**config.mk**
```make
export PLATFORM = sky130hd
export DESIGN_NAME = fifo_stream_reader_flat
export DESIGN_NICKNAME = d
export VERILOG_FILES = /design/src/rtl/fifo_stream_reader_if.sv /design/src/rtl/fifo_stream_reader.sv /design/src/flat_wrapper.sv
export SDC_FILE = /design/constraint.sdc
export NUM_CORES = 1
export LEC_CHECK = 0
export CAP_MARGIN = 20
export CORE_MARGIN = 10
export CORE_UTILIZATION = 54
export CTS_CLUSTER_SIZE = 16
export DETAILED_ROUTE_END_ITERATION = 6
export PLACE_DENSITY_LB_ADDON = 0.2
export SYNTH_ARGS = -nofsm -noshare
export SYNTH_HDL_FRONTEND = slang
export SYNTH_SLANG_ARGS = --single-unit
```
**constraint.sdc**
```tcl
create_clock -name clk -period 6.6 [get_ports clk]
set_input_delay 1.98 -clock clk [delete_from_list [all_inputs] [get_ports clk]]
set_output_delay 1.98 -clock clk [all_outputs]
set_load 0.03 [all_outputs]
```
**src/rtl/fifo_stream_reader_if.sv**
```systemverilog
// rtl/fifo_stream_reader_if.sv - FIFO read port and output stream bundle for fifo_stream_reader
interface fifo_stream_reader_if #(
    parameter int WIDTH = 8,
    parameter int PTR   = 4
);
    logic             rden;
    logic [WIDTH-1:0] fifo_data;
    logic             rdempty;
    logic [PTR:0]     rdusedw;
    logic             out_valid;
    logic [WIDTH-1:0] out_data;
    logic             out_last;
    logic             out_ready;

    modport master (
        output rden,
        input  fifo_data,
        input  rdempty,
        input  rdusedw,
        output out_valid,
        output out_data,
        output out_last,
        input  out_ready
    );

    modport slave (
        input  rden,
        output fifo_data,
        output rdempty,
        output rdusedw,
        input  out_valid,
        input  out_data,
        input  out_last,
        output out_ready
    );
endinterface

```
**src/rtl/fifo_stream_reader.sv**
```systemverilog
// rtl/fifo_stream_reader.sv - FIFO read-side consumer emitting bursts on a valid/ready stream
module fifo_stream_reader #(
    parameter int WIDTH     = 8,
    parameter int PTR       = 4,
    parameter int BURST_MIN = 4,
    parameter int MAX_BURST = 16
) (
    input  logic                 clk,
    input  logic                 reset_,
    fifo_stream_reader_if.master bus,
    input  logic                 flush,
    output logic                 burst_active,
    output logic [7:0]           burst_cnt
);
    typedef enum logic [1:0] {IDLE, BURST, DRAIN} state_t;

    localparam logic [PTR:0] ONE_USED = (PTR+1)'(1);
    localparam logic [PTR:0] MIN_USED = (PTR+1)'(BURST_MIN);
    localparam logic [8:0]   MAX_CNT  = 9'(MAX_BURST);

    state_t           state;
    logic [WIDTH-1:0] buf_data [2];
    logic [1:0]       buf_last;
    logic             rd_ptr;
    logic             wr_ptr;
    logic [1:0]       occ;
    logic             inflight;
    logic             inflight_last;

    logic       pop;
    logic       push;
    logic       rden;
    logic       issue_last;
    logic       land_last;
    logic       start;
    logic [2:0] credit;

    assign pop    = bus.out_valid && bus.out_ready;
    assign push   = inflight;
    // Slots still free after this cycle's pop; keeps buffered + in-flight words at most 2.
    assign credit = {1'b0, occ} + {2'b00, inflight} - {2'b00, pop};
    assign rden   = (state == BURST) && !bus.rdempty && (bus.rdusedw != '0) && (credit < 3'd2);

    assign issue_last = (bus.rdusedw == ONE_USED) || (({1'b0, burst_cnt} + 9'd1) == MAX_CNT);
    // A word landing as the FIFO runs dry mid-burst closes that burst.
    assign land_last  = inflight_last || ((state == BURST) && bus.rdempty);
    assign start      = !bus.rdempty && ((bus.rdusedw >= MIN_USED) || flush);

    assign bus.rden      = rden;
    assign bus.out_valid = (occ != 2'd0);
    assign bus.out_data  = buf_data[rd_ptr];
    assign bus.out_last  = buf_last[rd_ptr];

    always_ff @(posedge clk or negedge reset_) begin
        if (!reset_) begin
            state         <= IDLE;
            burst_active  <= 1'b0;
            burst_cnt     <= 8'd0;
            inflight      <= 1'b0;
            inflight_last <= 1'b0;
            occ           <= 2'd0;
            rd_ptr        <= 1'b0;
            wr_ptr        <= 1'b0;
            buf_data[0]   <= '0;
            buf_data[1]   <= '0;
            buf_last      <= 2'b00;
        end else begin
            inflight      <= rden;
            inflight_last <= rden && issue_last;

            if (push) begin
                buf_data[wr_ptr] <= bus.fifo_data;
                buf_last[wr_ptr] <= land_last;
                wr_ptr           <= ~wr_ptr;
            end
            if (pop) begin
                rd_ptr <= ~rd_ptr;
            end
            case ({push, pop})
                2'b10:   occ <= occ + 2'd1;
                2'b01:   occ <= occ - 2'd1;
                default: occ <= occ;
            endcase

            if (rden && (burst_cnt != 8'hFF)) begin
                burst_cnt <= burst_cnt + 8'd1;
            end

            case (state)
                IDLE: begin
                    if (start) begin
                        state        <= BURST;
                        burst_active <= 1'b1;
                        burst_cnt    <= 8'd0;
                    end
                end
                BURST: begin
                    if ((rden && issue_last) || bus.rdempty) begin
                        state <= DRAIN;
                    end
                end
                DRAIN: begin
                    if ((occ == 2'd0) && !inflight) begin
                        state        <= IDLE;
                        burst_active <= 1'b0;
                    end
                end
                default: begin
                    state        <= IDLE;
                    burst_active <= 1'b0;
                end
            endcase
        end
    end
endmodule

```
**src/flat_wrapper.sv**
```systemverilog
// flat-port wrapper written by rule: the top's interface ports become plain ports
module fifo_stream_reader_flat 
#(
    parameter int WIDTH     = 8,
    parameter int PTR       = 4,
    parameter int BURST_MIN = 4,
    parameter int MAX_BURST = 16
)
  (clk, reset_, flush, burst_active, burst_cnt, bus_rden, bus_fifo_data, bus_rdempty, bus_rdusedw, bus_out_valid, bus_out_data, bus_out_last, bus_out_ready);
  fifo_stream_reader_if #(.WIDTH(WIDTH), .PTR(PTR)) bus_i ();
  input  logic clk;
  input  logic reset_;
  input  logic flush;
  output logic burst_active;
  output logic [7:0] burst_cnt;
  output wire logic [$bits(bus_i.rden)-1:0] bus_rden;
  input wire logic [$bits(bus_i.fifo_data)-1:0] bus_fifo_data;
  input wire logic [$bits(bus_i.rdempty)-1:0] bus_rdempty;
  input wire logic [$bits(bus_i.rdusedw)-1:0] bus_rdusedw;
  output wire logic [$bits(bus_i.out_valid)-1:0] bus_out_valid;
  output wire logic [$bits(bus_i.out_data)-1:0] bus_out_data;
  output wire logic [$bits(bus_i.out_last)-1:0] bus_out_last;
  input wire logic [$bits(bus_i.out_ready)-1:0] bus_out_ready;
  assign bus_rden = bus_i.rden;
  assign bus_i.fifo_data = bus_fifo_data;
  assign bus_i.rdempty = bus_rdempty;
  assign bus_i.rdusedw = bus_rdusedw;
  assign bus_out_valid = bus_i.out_valid;
  assign bus_out_data = bus_i.out_data;
  assign bus_out_last = bus_i.out_last;
  assign bus_i.out_ready = bus_out_ready;
  fifo_stream_reader #(.WIDTH(WIDTH), .PTR(PTR), .BURST_MIN(BURST_MIN), .MAX_BURST(MAX_BURST)) u_core (.clk(clk), .reset_(reset_), .bus(bus_i), .flush(flush), .burst_active(burst_active), .burst_cnt(burst_cnt));
endmodule
```
==> metrics.md <==
| Metric | Value |
|---|---|
| Number of synthesized register bits | 35 |
| Top cell type's share of synthesized area | 49.6% |
| Overall Global Routing Usage | 13.3% |
| Setup-failing EPs final | 0 |
| Post-Route WL | 3.77 mm |
| Post-CTS sizing | 0 |
| Most used DFF post-synth | dfrtp_1 |
| Mapped Cells | between 150 and 200 |
| Final GP Congestion | 0.856 |
| Die width | about 77 µm |
| Share of layout cells above drive strength 1 | 20.4% |
| Nets@finish | ~220 |
| Final ANT Viol Nets | 0 |
| Final hold violations | 0 |
| Setup TNS | 0 ns |
| Critical path capture point type | primary output |
| Biggest area consumer among synthesized cells | dfrtp_1 |
| Unrepaired setup endpoints after global routing | false |
| Yosys warnings | 0 |
| GRT overflow | 0 |
| CTS tree | done |
| Multi-input gate area | 857 µm² |
| Asr flop ratio synth | 100% |
| # diodes | 0 |
| FMAX | 159 MHz |
| First-pass GRT wire length | 6.56 mm |
| Startpoint types | input port |
| Initial antenna violation count | 0 |
| Die H | 77.2 µm |
| Rows | 20 |
| Total die area | 5960 µm² |
| Top post-synthesis cells by area | dfrtp_1 50%, mux2_2 16%, xnor2_1 4.5%, nor2_1 3.8%, nand2_1 2.3% |
| Vias in the first global route | 1423 |
| Worst hold path class | reg2reg |
| Max capacitance violation total | 0 |
| Via count | roughly 1300 |
| Drt wl/cell | approximately 15 µm |
| Syn Nets | 179 |
| Post-synth EDFFs | 0 |
| Max-slew violations | 0 |
| Worst-path clk slew | 0.09 ns |
| Hold buffer count at cts | 0 |
| DP Wirelength | 2.84 mm |
| Initial Util | 56.9% |
| Power Density | 420 nW/µm² |
| Final period util | between 90% and 100% |
| Post-synthesis mux area share | 15.9% |
| Vias per cell | ~5.4 |
| Clock sink count | 35 |
| Syn avg cell area | 11.2 µm² |
| Largest family of logic cells by synthesized area | simple AND/OR/NAND/NOR gates |
| Kind of critical path | in2out |
| Worst Path Arrival | 4.31 ns |
| Post-synthesis adder-cell area fraction | 2.55% |
| Cell variety after synth | 36 |
| Synth Cell Area | 1770 µm² |
| Worst-case clock buffer depth | 2 |
| Reg area | 876 µm² |
| Post-synthesis simple-gate area fraction | 16.8% |
| Slew Limit Headroom | 42.7% |
| Outcome | finished, final reports clean |
| Clk_lat worst skew | ~0.33 ns |
| Core Box Area | 3100 µm² |
| XOR/XNOR share of the synthesized area | 4.96% |
| Register area share after synthesis | 49.6% |
| Maximum vdd drop | 0.235 mV |
| DRT iter0 DRCs | a little over 60 |
| Worst Path Required | about 4.6 ns |
| Crit-path max FO | 9 |
| Clk_skew | around 0.0090 ns |
| Post-synthesis compound-gate area fraction | 8.29% |
| Clock root cell | clkbuf_4 |
| Drt pass-1 iters | 4 |
| Worst Tran Pin Value | ~0.86 ns |
| Total power | 940 µW |
| P&R area growth vs syn | 26.6% |
| Num CTS Buffers | 5 |
| Port bufs | 37 |
| Number of fill cells in the layout | 250 |
| H-tree Lvls | 2 |
| Top-Level Pins | 38 |
| Pin count of the biggest net entering global routing | 36 |
| Post-CTS Setup Bufs | 0 |
| Final min period | 6.29 ns |
| Pleak | 0.000913 µW |
| Drt drc | 0 |
[layer usage]
layer | track usage [%] | vias to the layer above | wire length [µm]
met5 | 0 | - | 0
met4 | 4.74 | 0 | 43
met3 | 4.78 | 7 | 209
met2 | 22.7 | 28 | 1930
met1 | 14.7 | 645 | 1590
li1 | - | 640 | -
[where the power goes]
group / internal (µW) / leakage, µW / switching, µW
Sequential: 296 / 0.000439 / 70.8
Clock: 41.5 / 0.0000293 / 69.3
Combinational: 231 / 0.000445 / 231
Total: 569 / 0.000913 / 371
[worst paths after layout]
kind | start | endpoint | slack (ns) | cells past startpoint
max in group asynchronous | reset_ | u_core.buf_data[1]$_DFFE_PN0P_ | 4.23 | 2
max | bus_out_ready | bus_rden | 0.31 | 9
max reg2reg | u_core.occ[1]$_DFFE_PN0P_ | u_core.state[0]$_DFFE_PN0P_ | 3.94 | 9
min reg2reg | u_core.wr_ptr$_DFFE_PN0P_ | u_core.wr_ptr$_DFFE_PN0P_ | 0.49 | 1
min in group asynchronous | reset_ | u_core.burst_cnt[7]$_DFF_PN0_ | 2.05 | 2
min | u_core.wr_ptr$_DFFE_PN0P_ | u_core.wr_ptr$_DFFE_PN0P_ | 0.49 | 1
[through the flow]
stage / instance area, µm² / setup WS [ns] / util, % / hold slack [ns] / instances
floorplan: 1770 / 1.11 / - / 0.444 / 158
global placement: 2190 / 0.447 / 70.4 / 0.461 / 237
finish: 2240 / 0.313 / 72.1 / 0.493 / 245
detailed placement: 2190 / 0.328 / 70.4 / 0.479 / 237
global route: 2240 / 0.0998 / 72.1 / 0.515 / 245
CTS: 2240 / 0.314 / 72.1 / 0.498 / 245
[cell families after synthesis]
logic type,after synthesis
buf+inv,8
simple gates,57
mux,25
compound gates,20
flops,35
fa+ha+maj,3
xor+xnor,10
[layout make-up]
cell class / instances / share of cell area, %
clock buffers: 7 / 2.01
clock inverters: 1 / 0.224
inverters: 4 / 0.672
multi-input cells: 115 / 38.3
flip-flops and latches: 35 / 39.2
well taps: 44 / 2.46
repair buffers: 39 / 17.1
[state kept, by name (all words and copies together), names as in the netlist]
name                  flops
u_core.inflight           1
u_core.burst_cnt          8
u_core.state              2
u_core.rd_ptr             1
u_core.burst_active       1
u_core.wr_ptr             1
u_core.occ                2
u_core.buf_data          16
u_core.buf_last           2
u_core.inflight_last      1
[cells in the mapped netlist, types with 2 or more instances]
| master | number |
|---|---|
| nand2b_1 | 2 |
| nand2_1 | 11 |
| nor2_1 | 18 |
| o21ai_0 | 4 |
| and3_1 | 2 |
| buf_2 | 2 |
| a21oi_1 | 8 |
| nor4_1 | 2 |
| dfrtp_1 | 35 |
| inv_1 | 4 |
| nor2b_1 | 3 |
| nor3_1 | 5 |
| nand3_1 | 5 |
| clkbuf_1 | 2 |
| mux2_2 | 25 |
| ha_1 | 2 |
| xnor2_1 | 9 |
[cells in the final DEF (no fill, tap or decap), types with 3 or more instances in the layout]
cell type / Yosys / final
nor2b_1: 3 / 3
nand3_1: 5 / 5
dfrtp_1: 35 / 35
nor2_1: 18 / 18
mux2_2: 25 / 25
nand2_1: 11 / 11
nor3_1: 5 / 5
a21oi_1: 8 / 8
xnor2_1: 9 / 9
clkbuf_4: 0 / 5
buf_4: 0 / 3
inv_1: 4 / 4
clkdlybuf4s50_1: 0 / 36
o21ai_0: 4 / 4
[critical path, stage by stage]
cell and delay, ns:
clkdlybuf4s50_1 0.54, nand2_1 0.07, nor2_1 0.21, o21ai_0 0.16
fa_1 0.40, xnor2_1 0.35, o2111ai_4 0.25, inv_1 0.17
buf_4 0.18
Note: power is estimated with default switching activity, not from simulation.
